File: config.mk
export PLATFORM = sky130hd
export DESIGN_NAME = fetch_router
export DESIGN_NICKNAME = d
export VERILOG_FILES = /design/src/rtl/fetch_router.sv
export SDC_FILE = /design/constraint.sdc
export NUM_CORES = 1
export LEC_CHECK = 0
export ABC_AREA = 1
export BUFFER_PORTS_ARGS = -buffer_cell sky130_fd_sc_hd__buf_4
export CAP_MARGIN = 40
export CELL_PAD_IN_SITES_DETAIL_PLACEMENT = 1
export CELL_PAD_IN_SITES_GLOBAL_PLACEMENT = 2
export CORE_UTILIZATION = 15
export DETAILED_ROUTE_END_ITERATION = 7
export GPL_TIMING_DRIVEN = 0
export PLACE_DENSITY = 0.87
export SKIP_CTS_REPAIR_TIMING = 1
export SLEW_MARGIN = 20
export SYNTH_ARGS = -nofsm -noshare
export SYNTH_HDL_FRONTEND = slang
export SYNTH_SLANG_ARGS = --single-unit
File: constraint.sdc
create_clock -name clk_i -period 2.95 [get_ports clk_i]
set_clock_uncertainty 0.15 [all_clocks]
set_input_delay 0.885 -clock clk_i [delete_from_list [all_inputs] [get_ports clk_i]]
set_output_delay 0.885 -clock clk_i [all_outputs]
set_load 0.01 [all_outputs]
File: src/rtl/fetch_router.sv
// fetch_router
//   Routes CPU instruction fetches to one of REGIONS instruction memories.
//   It decodes each fetch against inclusive per-region byte bounds and
//   forwards the fetch in the same cycle, with a region-relative word address.
//   Responses pass straight through from the active region's done strobe.
//   Traffic is kept to a single region at a time, so responses come back in
//   program order without a reorder buffer.
//   After an invalidate, responses still in flight are counted and then dropped.
//   Fetches to unmapped addresses are answered locally one cycle later.
//
//   Build option: define FETCH_ROUTER_ERROR_EN to report unmapped fetches as
//   bus errors (error_o=1, instruction 0). When it is undefined, an unmapped
//   fetch returns a NOP (32'h13) and error_o is tied low.
//
// Ports
//   clk_i, rst_i           clock, asynchronous active-high reset
//   fetch_i, address_i     CPU fetch request / word-aligned byte address
//   invalidate_i           flush every in-flight fetch
//   stall_o                request not accepted this cycle
//   valid_o, instruction_o response strobe and data (data 0 when not valid)
//   error_o                response is a bus error
//   slave_fetch_o          per-region fetch strobe
//   slave_address_o        per-region word address, region r at [r*32 +: 32]
//   slave_invalidate_o     invalidate broadcast to all regions
//   slave_instruction_i    per-region read data, region r at [r*32 +: 32]
//   slave_done_i           per-region in-order response strobe

module fetch_router #(
    parameter int          REGIONS                     = 2,
    parameter int          OUTSTANDING                 = 4,
    parameter logic [31:0] LOW_ADDRESS  [REGIONS]      = '{32'h0000_0000, 32'h0000_1000},
    parameter logic [31:0] HIGH_ADDRESS [REGIONS]      = '{32'h0000_07FF, 32'h0000_4FFF}
) (
    input  logic                    clk_i,
    input  logic                    rst_i,
    input  logic                    fetch_i,
    input  logic [31:0]             address_i,
    input  logic                    invalidate_i,
    output logic                    stall_o,
    output logic                    valid_o,
    output logic [31:0]             instruction_o,
    output logic                    error_o,
    output logic [REGIONS-1:0]      slave_fetch_o,
    output logic [REGIONS*32-1:0]   slave_address_o,
    output logic [REGIONS-1:0]      slave_invalidate_o,
    input  logic [REGIONS*32-1:0]   slave_instruction_i,
    input  logic [REGIONS-1:0]      slave_done_i
);

    localparam int AW = (REGIONS > 1) ? $clog2(REGIONS) : 1;
    localparam int CW = $clog2(OUTSTANDING) + 1;

`ifdef FETCH_ROUTER_ERROR_EN
    localparam logic [31:0] UNMAPPED_INSN = 32'h0000_0000;
`else
    localparam logic [31:0] UNMAPPED_INSN = 32'h0000_0013;
`endif

    // ---------------------------------------------------------------- decode
    logic [32:0]        lo_diff [REGIONS];
    logic [REGIONS-1:0] hit_vec;
    logic [REGIONS-1:0] sel_vec;
    logic               hit_any;
    logic [AW-1:0]      hit_idx;

    for (genvar g = 0; g < REGIONS; g++) begin : g_region
        // The borrow out of a 33-bit subtract gives the lower-bound test. The
        // low 32 bits of the same subtract are the region-relative offset.
        assign lo_diff[g] = {1'b0, address_i} - {1'b0, LOW_ADDRESS[g]};
        assign hit_vec[g] = !lo_diff[g][32] && (address_i <= HIGH_ADDRESS[g]);
        assign slave_address_o[g*32 +: 32] = lo_diff[g][31:0] >> 2;
    end

    assign hit_any = |hit_vec;
    // If regions overlap, the lowest index wins: keep only the lowest set bit.
    assign sel_vec = hit_vec & ~(hit_vec - REGIONS'(1));

    always_comb begin
        hit_idx = '0;
        for (int i = REGIONS - 1; i >= 0; i--) begin
            if (hit_vec[i]) hit_idx = AW'(i);
        end
    end

    // ----------------------------------------------------------------- state
    logic [AW-1:0] active_q,   active_d;
    logic [CW-1:0] inflight_q, inflight_d;
    logic [CW-1:0] discard_q,  discard_d;
    logic          err_q,      err_d;

    logic [CW-1:0] pending;
    logic          busy, full, accept, accept_map;
    logic          done, drop, take;

    assign pending = inflight_q + discard_q;
    assign busy    = (pending != '0);
    assign full    = (pending == CW'(OUTSTANDING));

    // While anything is still owed by the active region, only that region may
    // take new requests. This is what keeps responses in order.
    assign stall_o = invalidate_i | err_q | full |
                     (busy & (!hit_any | (hit_idx != active_q)));

    assign accept     = fetch_i & ~stall_o;
    assign accept_map = accept & hit_any;

    assign slave_fetch_o      = accept_map ? sel_vec : '0;
    assign slave_invalidate_o = {REGIONS{invalidate_i}};

    // Done strobes from regions other than the active one are ignored. The
    // inflight guard protects the counter from a spurious strobe.
    assign done = slave_done_i[active_q];
    assign drop = done & (discard_q != '0);
    assign take = done & (discard_q == '0) & (inflight_q != '0);

    always_comb begin
        active_d   = accept_map ? hit_idx : active_q;
        err_d      = accept & ~hit_any;
        inflight_d = inflight_q + CW'(accept_map) - CW'(take);
        discard_d  = discard_q - CW'(drop);
        if (invalidate_i) begin
            // Everything still owed becomes a discard, less this cycle's done.
            inflight_d = '0;
            discard_d  = pending - CW'(drop | take);
            err_d      = 1'b0;
        end
    end

    always_ff @(posedge clk_i or posedge rst_i) begin
        if (rst_i) begin
            active_q   <= '0;
            inflight_q <= '0;
            discard_q  <= '0;
            err_q      <= 1'b0;
        end else begin
            active_q   <= active_d;
            inflight_q <= inflight_d;
            discard_q  <= discard_d;
            err_q      <= err_d;
        end
    end

    // -------------------------------------------------------------- response
    always_comb begin
        valid_o       = 1'b0;
        instruction_o = '0;
        if (!invalidate_i) begin
            if (take) begin
                valid_o       = 1'b1;
                instruction_o = slave_instruction_i[active_q*32 +: 32];
            end else if (err_q) begin
                valid_o       = 1'b1;
                instruction_o = UNMAPPED_INSN;
            end
        end
    end

`ifdef FETCH_ROUTER_ERROR_EN
    assign error_o = err_q & ~invalidate_i;
`else
    assign error_o = 1'b0;
`endif

endmodule

-- After elaboration in Yosys (flattened, before gate mapping)
Cells that the tools add are included.
- register bits: 8
- bits of input ports: 102
- output and inout bits: 103
- logic and storage cells: 55
- $add $sub $neg: 7
- $lt $le $gt $ge: 3
- equality and inequality tests: 2
- shift operators: 1
- muxes and demuxes: 14
- bitwise operators: 16
- reduce and logical (&&, ||, !) cells: 8
- operators with widths (cell ; count):
    $mux 32 ; 2
    $shiftx 64x7->32 ; 1
    $sub 32x13->33 const B ; 1
    $le 32x11->1 const B ; 1
    $le 32x15->1 const B ; 1
    $reduce_bool 3->1 ; 3
    $sub 3x1->3 ; 3
    $mux 1 ; 8
    $and 1x1->1 ; 7
    $mux 3 ; 2
    $mux 5 ; 1
    $or 1x1->1 ; 5
    $add 3x1->3 ; 1
    $add 3x3->3 ; 1
    $eq 3x3->1 const B ; 1
    $logic_not 3->1 ; 1
    $and 2x2->2 ; 1
    $logic_not 1->1 ; 2
    $lt 1x2->1 const B ; 1
    $mux 2 ; 1
    $not 1->1 ; 2
    $not 2->2 ; 1
    $reduce_or 2->1 ; 1
    $sub 2x1->2 const B ; 1
    2 further kinds ; 2

-- Longest topological paths before layout
Gate-level depths: netlist of run 1.
- depth after elaboration: 15
- depth in mapped cells: 18
- mapped depth without buffers: 18

-- Worst setup path before layout of run 1
OpenSTA, ideal clock, no wires.
- path kind: input port to flip-flop
- start: input port address_i[12]
- end: register inflight_q[2]
- setup time: 0.124 ns
- arrival: 2.904 ns
- data required time: 2.676 ns
- path slack: -0.228 ns
- stages: 18
- buffers on the path: 0
- cell sequence: inv_1 > ha_1 > nand2_2 > inv_2 > nand2_1 > nand2_2 > nand3_1 > nand2_1 > inv_1 > nand2_2 > nand4_2 > ha_1 > inv_1 > ha_1 > inv_1 > fa_1 > o21ai_0 > a21oi_1
- longest elaborated chain between the ends: 15
- elaborated cells on any way between the ends: 19
- RTL lines (item ; line ; source):
    from (decl) ; 37 ; input logic [31:0] address_i,
    $sub 32x13->33 ; 69 ; assign lo_diff[g] = {1'b0, address_i} - {1'b0, LOW_ADDRESS[g]};
    $logic_not 1->1 ; 70 ; assign hit_vec[g] = !lo_diff[g][32] && (address_i <= HIGH_ADDRESS[g]);
    $logic_and 1x1->1 ; 70 ;
    $mux 1 (2 in a row) ; 81 ; if (hit_vec[i]) hit_idx = AW'(i);
    $ne 1x1->1 ; 102 ; (busy & (!hit_any | (hit_idx != active_q)));
    $or 1x1->1 ; 102 ;
    $and 1x1->1 ; 102 ;
    $or 1x1->1 ; 101 ; assign stall_o = invalidate_i | err_q | full |
    $not 1->1 ; 104 ; assign accept = fetch_i & ~stall_o;
    $and 1x1->1 ; 104 ;
    $and 1x1->1 (*) ; 105 ; assign accept_map = accept & hit_any;
    $add 3x1->3 (*) ; 119 ; inflight_d = inflight_q + CW'(accept_map) - CW'(take);
    $sub 3x1->3 (*) ; 119 ;
    $mux 3 (*) ; 121 ; if (invalidate_i) begin
    named net inflight_d[2] ; 87 ; logic [CW-1:0] inflight_q, inflight_d;
    to (signal assigned) ; 137 ; inflight_q <= inflight_d;
    to (decl) ; 87 ;
The timed path passes the listed nets; every way through them passes the cells marked *.
A chain may end at the register's enable or synchronous reset.

-- Worst setup path in the final report of run 1
- start: input port address_i[12]
- end: output port slave_fetch_o[1]
- longest elaborated chain between the ends: 13
- elaborated cells on any way between the ends: 20
- RTL lines (item ; line ; source):
    $sub 32x13->33 ; 69 ;
    $logic_not 1->1 ; 70 ;
    $logic_and 1x1->1 ; 70 ;
    $mux 1 (2 in a row) ; 81 ;
    $ne 1x1->1 ; 102 ;
    $or 1x1->1 ; 102 ;
    $and 1x1->1 ; 102 ;
    $or 1x1->1 ; 101 ;
    $not 1->1 ; 104 ;
    $and 1x1->1 ; 104 ;
    $and 1x1->1 ; 105 ;
    $mux 2 (*) ; 107 ; assign slave_fetch_o = accept_map ? sel_vec : '0;
    to (decl) ; 43 ; output logic [REGIONS-1:0] slave_fetch_o,
Mark *: on every way between the ends. The rest lies on a longest branch, timed or not.

==> qor.yml, run 1 <==
routing:
  antenna_left: 0
  drt_iter0_drc: 49
  drcViolationCount: 0
  vias: 2919
  routedWlPerCell_um: 12.6
  drtPass1Iterations: 4
  wirelength_um: 9410
  via_per_inst: 3.90
global_routing:
  grt_pass1_wl_um: 13900
  grt_pass1_vias: 2934
  globalRouteOverflowTotal: 0
  grt_antenna_before_repair: 0
  grt_max_degree: 11
  grt.total_usage_pct: 11.6
logic_synthesis:
  avgSynthCellArea_um2: 6.14
  synthCells: 349
  synth_seq_cells: 8
  ys_warn_count: 0
  ys_seq_area_share_pct: 9.33
  synthDistinctLibCells: 34
  syn-cell-area_um2: 2140
final_layout:
  nNetsFinal: 684
  final_cell_mix: "buf_4 (252), nand2_1 (99), inv_1 (35)"
  mostFrequentLayoutCell: "buf_4"
  antenna_cells: 0
  drive_above_1_share_pct: 57.6
  syn_to_final_growth_pct: 98.7
  fillers: 1737
power:
  finalPower_mw: 0.984
  swShare_pct: 36.0
  p_switching_mw: 0.354
  irDropWorstVdd_v: 0.000104
  seq_power_share_pct: 16.7
  p_int_mw: 0.630
  p_comb_share_pct: 59.6
  power_frac_clock_pct: 23.7
  power_density_nw_per_um2: 231
  total_leakage_power_nw: 2.32
floorplan:
  row_count: 43
  io_pins: 205
  core_area_um2: 13900
  die_area_um2: 14800
  die_x_um: 122
  die_h_um: 122
  initial_utilization_pct: 15.4
setup_path:
  cp_slowest_stage_delay_ps: 150
  critical_path_class: "input pin to output port"
  worstPathArrival_ps: 2330
  path_max_fanout: 3
  cp_common_cell: "nor2_2"
  path_cells: "buf_8, clkinvlp_4, ha_4, nand2_2, nor2_1, nand2_1, nor2_2, nor2_2, nor2_2, nand3_2, nand2_4, nand3_4, inv_4, nand2_4, inv_2, buf_6"
  crit_path_end_kind: "output port"
  worst_path_max_delay_cell: "ha_4"
  crit_required_ps: 1920
  startpoint_type: "input pin"
clocking:
  cts_tree: "done"
  htree_num_levels: 1
  clockBufferDepth: 2
  insertion_delay_ps: 240
  cts_buffers: 3
  ctsRootBufferMaster: "clkbuf_16"
  clk_pin_slew_worst_paths_ps: 40
  cts.sinks: 8
outcome:
  status: "complete, but fails checks"
  violations: "setup timing"
sta:
  rsz0062_at_grt: "true"
  max_freq_mhz: 297
  setup_viol: 36
  finalCriticalPeriod_ps: 3370
  setup_slack_ps: -417
  fin_crit_sh_pct: 114
  hold_violations: 0
  slew_viol_final: 0
placement:
  routabilityCongestion: 0.739
  port_buffers: 198
  pre_cts_slack_ps: -569
  dp_hpwl_um: 8060
job:
  maxCapViolCount: 0
worst_hold_path:
  min_path_type: "input pin to asynchronous set/reset pin"
==> cells in the mapped netlist, drive strengths merged <==
master	number	area share [%]
nor3	4	1.9
mux2	1	0.53
nand2	106	19
a21oi	36	10
inv	43	7.5
nand4	5	2.0
xor2	15	6.1
clkbuf	7	1.2
buf	51	18
dfrtp	8	9.3
nor2	37	8.2
o21ai	5	1.2
nand3	7	2.9
nor4	1	0.29
xnor2	6	2.5
conb	1	0.17
mux2i	2	0.93
or4	1	0.35
fa	2	1.9
ha	9	5.3
clkinv	2	0.41
==> worst paths after layout <==
| check | start | end | slack, ps | cells after the start |
|---|---|---|---|---|
| setup / recovery | address_i[12] | slave_fetch_o[1] | -420 | 16 |
| hold / removal | rst_i | active_q$_DFFE_PP0N_ | 460 | 2 |
| setup reg to reg | discard_q[0]$_DFF_PP0_ | inflight_q[1]$_DFF_PP0_ | -150 | 12 |
| hold reg to reg | inflight_q[0]$_DFF_PP0_ | inflight_q[0]$_DFF_PP0_ | 510 | 3 |
| max in group asynchronous | rst_i | inflight_q[1]$_DFF_PP0_ | 1940 | 2 |
| min in group clk_i | inflight_q[0]$_DFF_PP0_ | inflight_q[0]$_DFF_PP0_ | 510 | 3 |
==> kinds of logic (layout without fill, tap and decap cells) <==
family	Yosys count	in the layout	synth area share [%]
adder cells (fa/ha/maj)	11	11	7.12
multiplexers	3	3	1.46
flip-flops	8	8	9.33
AND/OR/NAND/NOR	161	161	34.8
AO/OA/AOI/OAI	41	41	11.3
other	1	5	0.175
XOR/XNOR	21	21	8.58
buffers and inverters	103	319	27.2
==> state kept, by name, summed over array words and instances, names as in the netlist <==
register and count:
discard_q 3, inflight_q 3, active_q 1, err_q 1
==> through the flow <==
step / cells / hold slack [ps] / utilization, % / instance area, µm² / setup TNS [ps]
2_1_floorplan: 353 / 460 / - / 2220 / -358
3_3_place_gp: 731 / 499 / 28.2 / 3930 / -8540
3_5_place_dp: 731 / 520 / 28.2 / 3930 / -9760
4_1_cts: 734 / 475 / 28.7 / 4010 / -9460
5_1_grt: 749 / 502 / 30.6 / 4260 / -10560
6_report: 749 / 465 / 30.6 / 4260 / -4950
==> critical path: cells and delay by family <==
kind / cells / cell delay [ps]
simple gates: 10 / 850
buf+inv: 5 / 430
fa+ha+maj: 1 / 150
==> area by class of cell <==
class	count	area (µm²)	area share (%)
repair buffers	213	1640	38.4
multi-input cells	242	1530	35.9
plain buffers	58	414	9.72
well taps	180	225	5.29
flip-flops and latches	8	200	4.70
inverters	45	180	4.23
clock buffers	3	75.1	1.76
==> power by group through the flow <==
stage | Clock, mW | Sequential [mW] | Combinational, mW
after floorplan | 0 | 0.154 | 0.283
after global placement | 0 | 0.158 | 0.525
after detailed placement | 0 | 0.160 | 0.546
after CTS | 0.238 | 0.159 | 0.552
after global routing | 0.240 | 0.170 | 0.653
final | 0.233 | 0.165 | 0.586
==> per-layer routing <==
layer  part of all wire [%]  up-vias  track usage (%)
li1                       -     1464                -
met1                     37     1317             12.3
met2                     53      133             23.2
met3                    9.3        5             2.29
met4                   0.75        0             2.31
met5                      0        -                0
No activity file was read; power rests on OpenSTA's default activity.
==> run 2, diff against run 1 <==
SETUP_SLACK_MARGIN = 0.1   (was default)
==> qor.yml, run 2 (synthesis gave the netlist of run 1 again) <==
outcome:
  status: "complete, but fails checks"
  violations: "setup timing"
final_layout:
  top_regs: "discard_q (3), inflight_q (3)"
  final_cell_mix: "buf_4 (245), nand2_1 (94), inv_1 (35)"
  syn_to_final_growth_pct: 117
  mostFrequentLayoutCell: "buf_4"
  utilization_pct: 33.4  # +2.8 points
  final_cell_area_um2: 4650  # +9.2%
  antenna_cells: 0  # unchanged
  drive_above_1_share_pct: 64.0  # +6.4 points
  nNetsFinal: 693  # +1.3%
  fillers: 1693  # -2.5%
placement:
  port_buffers: 198  # unchanged
  routabilityCongestion: 0.708  # -4.2%
  dp_hpwl_um: 7960  # -1.3%
  placed_cell_area_um2: 3950  # +0.45%
sta:
  rsz0062_at_grt: "true"
  finalCriticalPeriod_ps: 3360  # -4.30 ps
  max_freq_mhz: 297  # +0.13%
  slew_viol_final: 0  # unchanged
  fin_crit_sh_pct: 114  # -0.15 points
  hold_violations: 0  # unchanged
  setup_slack_ps: -412  # +4.30 ps
  setup_viol: 32  # -11%
power:
  irDropWorstVdd_v: 0.000144  # +37%
  power_density_nw_per_um2: 216  # -6.3%
  power_frac_clock_pct: 22.9  # -0.8 points
  p_comb_share_pct: 61.1  # +1.5 points
  p_int_mw: 0.647  # +2.8%
  p_switching_mw: 0.360  # +1.6%
  seq_power_share_pct: 16.0  # -0.7 points
  total_leakage_power_nw: 2.44  # +5.2%
  finalPower_mw: 1.01  # +2.4%
  swShare_pct: 35.7  # -0.27 points
setup_path:
  startpoint_type: "input pin"
  crit_path_start: "address_i[12]"
  critical_path_class: "input pin to output port"
  crit_path_end_kind: "output port"
  rr_worst_depth: 16  # +4
  worstPathArrival_ps: 2330  # about the same
  r2r-start: "inflight_q[0]$_DFF_PP0_"
  path_max_fanout: 3  # unchanged
  crit_required_ps: 1920  # about the same
  reg2reg_slack_ps: -50  # +100 ps
  rr_endpoint: "inflight_q[1]$_DFF_PP0_"
clocking:
  cts_buffers: 3  # unchanged
  insertion_delay_ps: 230  # about the same
  ctsRootBufferMaster: "clkbuf_16"
  clk_pin_slew_worst_paths_ps: 40  # about the same
  cts.sinks: 8  # unchanged
  cts_tree: "done"
  htree_num_levels: 1  # unchanged
  clockBufferDepth: 2  # unchanged
routing:
  via_per_inst: 3.92  # +0.71%
  drtPass1Iterations: 4  # unchanged
  drcViolationCount: 0  # unchanged
  wirelength_um: 9640  # +2.5%
  vias: 2975  # +1.9%
  routedWlPerCell_um: 12.7  # +1.2%
  antenna_left: 0  # unchanged
  drt_iter0_drc: 44  # -10%
global_routing:
  grt_pass1_wl_um: 13700  # -1.8%
  grt_antenna_before_repair: 0  # unchanged
  globalRouteOverflowTotal: 0  # unchanged
  grt.total_usage_pct: 11.3  # -0.31 points
  grt_pass1_vias: 2940  # +0.20%
  grt_max_degree: 11  # unchanged
floorplan:
  die_h_um: 122  # unchanged
  die_x_um: 122  # unchanged
  initial_utilization_pct: 15.4  # unchanged
  core_area_um2: 13900  # unchanged
  die_area_um2: 14800  # unchanged
  io_pins: 205  # unchanged
  row_count: 43  # unchanged
job:
  maxCapViolCount: 0  # unchanged
worst_hold_path:
  min_path_type: "input pin to asynchronous set/reset pin"
run 2: cell types whose count changed in the layout (fill, tap and decap cells not counted), sizes merged:
cell	before	now
clkbuf	10	13
inv	42	41
buf	264	270
clkinv	1	2
run 2: worst max path at each step:
| stage | to | slack (ps) | depth (start not counted) |
|---|---|---|---|
| floorplan | inflight_q[1]$_DFF_PP0_ | -130 | 17 |
| global placement | inflight_q[1]$_DFF_PP0_ | -480 | 18 |
| detailed placement | inflight_q[1]$_DFF_PP0_ | -580 | 18 |
| CTS | slave_fetch_o[1] | -560 | 16 |
| global route | slave_fetch_o[1] | -530 | 16 |
| finish | slave_fetch_o[1] | -410 | 16 |
run 2: layout make-up:
class	count	area, µm²	share of cell area [%]
Buffer	58	450	9.68
Clock buffer	3	75.1	1.61
Inverter	45	185	3.98
Multi-Input combinational cell	242	1710	36.8
Sequential cell	8	200	4.30
Tap cell	180	225	4.84
Timing Repair Buffer	222	1810	38.8
run 2: through the flow:
stage / TNS [ps] / std cells / hold slack [ps] / worst slack, ps
after floorplan: -358 / 353 / 460 / -134
after global placement: -5770 / 731 / 499 / -476
after detailed placement: -6630 / 731 / 535 / -580
after CTS: -6040 / 734 / 471 / -562
after global routing: -8690 / 758 / 490 / -531
final: -5270 / 758 / 458 / -412
run 2: routing by layer:
metal	global-route usage [%]	vias up	share of wire, %
met5	0	-	0
met1	12.4	1356	37
li1	-	1479	-
met3	2.48	6	8.9
met2	22.2	134	53
met4	1.39	0	0.83
run 2: worst max-delay path, stage by stage:
cell,delay [ps]
buf_8,100
clkinvlp_4,110
ha_4,150
nand2_2,50
nor2_1,110
nand2_1,70
nor2_2,130
nor2_2,60
nor2_2,120
nand3_2,100
nand2_4,90
nand3_4,90
inv_4,80
nand2_4,40
inv_2,50
buf_6,90
run 2: power groups by stage:
stage	sequential (mW)	clock [mW]	combinational [mW]
final	0.161	0.230	0.616
after global routing	0.167	0.240	0.682
after CTS	0.157	0.237	0.552
after detailed placement	0.159	0	0.548
after global placement	0.157	0	0.524
after floorplan	0.154	0	0.284
==> run 3, diff against run 2 <==
BUFFER_PORTS_ARGS = -buffer_cell sky130_fd_sc_hd__buf_2   (was -buffer_cell sky130_fd_sc_hd__buf_4)
==> qor.yml, run 3 (synthesis gave the netlist of run 1 again) <==
outcome:
  status: "complete, but fails checks"
  violations: "setup timing"
sta:
  setup_slack_ps: -479  # -66.5 ps
  worst_pin_slew_ps: 489
  relSlewSlack_pct: 67.1
  finalCriticalPeriod_ps: 3430  # +66.5 ps
  setup_viol: 29  # -9.4%
  max_freq_mhz: 292  # -1.9%
  fin_crit_sh_pct: 116  # +2.3 points
  hold_violations: 0  # unchanged
  whs_ps: 462  # +4.32 ps
  rsz0062_at_grt: "true"
  slew_viol_final: 0  # unchanged
setup_path:
  worstPathArrival_ps: 2390  # +60 ps
  crit_required_ps: 1920  # about the same
  crit_path_end_kind: "output port"
  critical_path_class: "input pin to output port"
  startpoint_type: "input pin"
  path_max_fanout: 5  # +2
power:
  seq_power_share_pct: 17.0  # +1.0 points
  power_frac_clock_pct: 24.3  # +1.4 points
  p_switching_mw: 0.359  # -0.23%
  swShare_pct: 38.0  # +2.3 points
  p_comb_share_pct: 58.7  # -2.4 points
  irDropWorstVdd_v: 0.000120  # -17%
  p_int_mw: 0.586  # -9.5%
  power_density_nw_per_um2: 230  # +6.3%
  finalPower_mw: 0.945  # -6.2%
  total_leakage_power_nw: 2.29  # -6.0%
clocking:
  cts_buffers: 3  # unchanged
  cts_tree: "done"
  htree_num_levels: 1  # unchanged
  insertion_delay_ps: 230  # about the same
  clockBufferDepth: 2  # unchanged
  cts.sinks: 8  # unchanged
  clk_pin_slew_worst_paths_ps: 40  # about the same
  ctsRootBufferMaster: "clkbuf_16"
placement:
  port_buffers: 198  # unchanged
  dp_hpwl_um: 7570  # -4.8%
  routabilityCongestion: 0.707  # -0.20%
  place_inst: 731  # unchanged
  placed_cell_area_um2: 3450  # -13%
  pre_cts_slack_ps: -552  # +28.5 ps
global_routing:
  globalRouteOverflowTotal: 0  # unchanged
  grt_pass1_wl_um: 13000  # -4.5%
  grt_max_degree: 11  # unchanged
  grt_pass1_vias: 2831  # -3.7%
  grt.total_usage_pct: 10.7  # -0.59 points
  grt_antenna_before_repair: 0  # unchanged
final_layout:
  drive_above_1_share_pct: 62.2  # -1.8 points
  mostFrequentLayoutCell: "buf_2"
  syn_to_final_growth_pct: 91.4
  antenna_cells: 0  # unchanged
  seq_area_um2: 200  # unchanged
  final_cell_area_um2: 4110  # -12%
  fillers: 1789  # +5.7%
  final_cell_mix: "buf_2 (188), nand2_1 (92), buf_4 (62)"
  nNetsFinal: 695  # +0.29%
  multi_input_area_um2: 1630  # -4.5%
  layout.cells.non_filler: 760  # +0.26%
  top_regs: "discard_q (3), inflight_q (3)"
floorplan:
  die_x_um: 122  # unchanged
  die_area_um2: 14800  # unchanged
  io_pins: 205  # unchanged
  core_area_um2: 13900  # unchanged
  row_count: 43  # unchanged
  initial_utilization_pct: 15.4  # unchanged
  die_h_um: 122  # unchanged
job:
  maxCapViolCount: 0  # unchanged
routing:
  drcViolationCount: 0  # unchanged
  drt_iter0_drc: 61  # +39%
  drtPass1Iterations: 4  # unchanged
  wirelength_um: 9240  # -4.1%
  routedWlPerCell_um: 12.2  # -4.4%
  via_per_inst: 3.92  # -0.23%
  antenna_left: 0  # unchanged
  vias: 2976  # +0.034%
worst_hold_path:
  min_path_type: "input pin to asynchronous set/reset pin"
==> run 3: cell types whose count changed in the layout (fill, tap and decap cells not counted), sizes merged <==
cell,before,now
buf,270,272
clkinv,2,0
inv,41,43
==> run 3: stage by stage <==
stage	setup TNS, ps	util (%)
finish	-5020	29.5
global route	-7870	29.5
CTS	-6460	25.3
detailed placement	-6960	24.8
global placement	-5980	24.8
floorplan	-358	-
==> run 3: worst max-delay path, cell delays in order <==
cell	delay, ps
buf_8	100
clkinvlp_4	90
buf_6	110
ha_4	170
nand2_8	70
nor2_4	160
nand4_1	170
nor2_2	160
nand4_1	140
xor2_2	180
buf_2	140
==> run 3: metal layers <==
| metal | vias to the layer above | wire [µm] | global-route usage, % |
|---|---|---|---|
| li1 | 1481 | - | - |
| met1 | 1361 | 3430 | 11.5 |
| met2 | 132 | 4950 | 21.2 |
| met3 | 2 | 841 | 2.43 |
| met4 | 0 | 28 | 1.62 |
| met5 | - | 0 | 0 |
==> run 3: final timing paths <==
| check | to | start | depth (start not counted) | slack [ps] |
|---|---|---|---|---|
| worst max-delay path | slave_address_o[60] | address_i[12] | 11 | -480 |
| worst min-delay path | discard_q[0]$_DFF_PP0_ | rst_i | 2 | 460 |
| worst max register to register | inflight_q[1]$_DFF_PP0_ | inflight_q[0]$_DFF_PP0_ | 12 | -50 |
| worst min register to register | inflight_q[0]$_DFF_PP0_ | inflight_q[0]$_DFF_PP0_ | 3 | 530 |
| max in group asynchronous | active_q$_DFFE_PP0N_ | rst_i | 2 | 1930 |
| min in group clk_i | inflight_q[0]$_DFF_PP0_ | inflight_q[0]$_DFF_PP0_ | 3 | 530 |
==> run 3: final cells by class <==
cell class	count	area share [%]
Timing Repair Buffer	224	32.7
Tap cell	180	5.49
Sequential cell	8	4.88
Multi-Input combinational cell	242	39.8
Buffer	58	10.7
Clock buffer	3	1.83
Inverter	45	4.60
==> run 3: power groups by stage <==
stage | clock network [mW] | registers (mW) | logic [mW]
floorplan | 0 | 0.154 | 0.284
global placement | 0 | 0.157 | 0.455
detailed placement | 0 | 0.158 | 0.483
CTS | 0.237 | 0.157 | 0.486
global route | 0.237 | 0.167 | 0.611
finish | 0.229 | 0.161 | 0.554
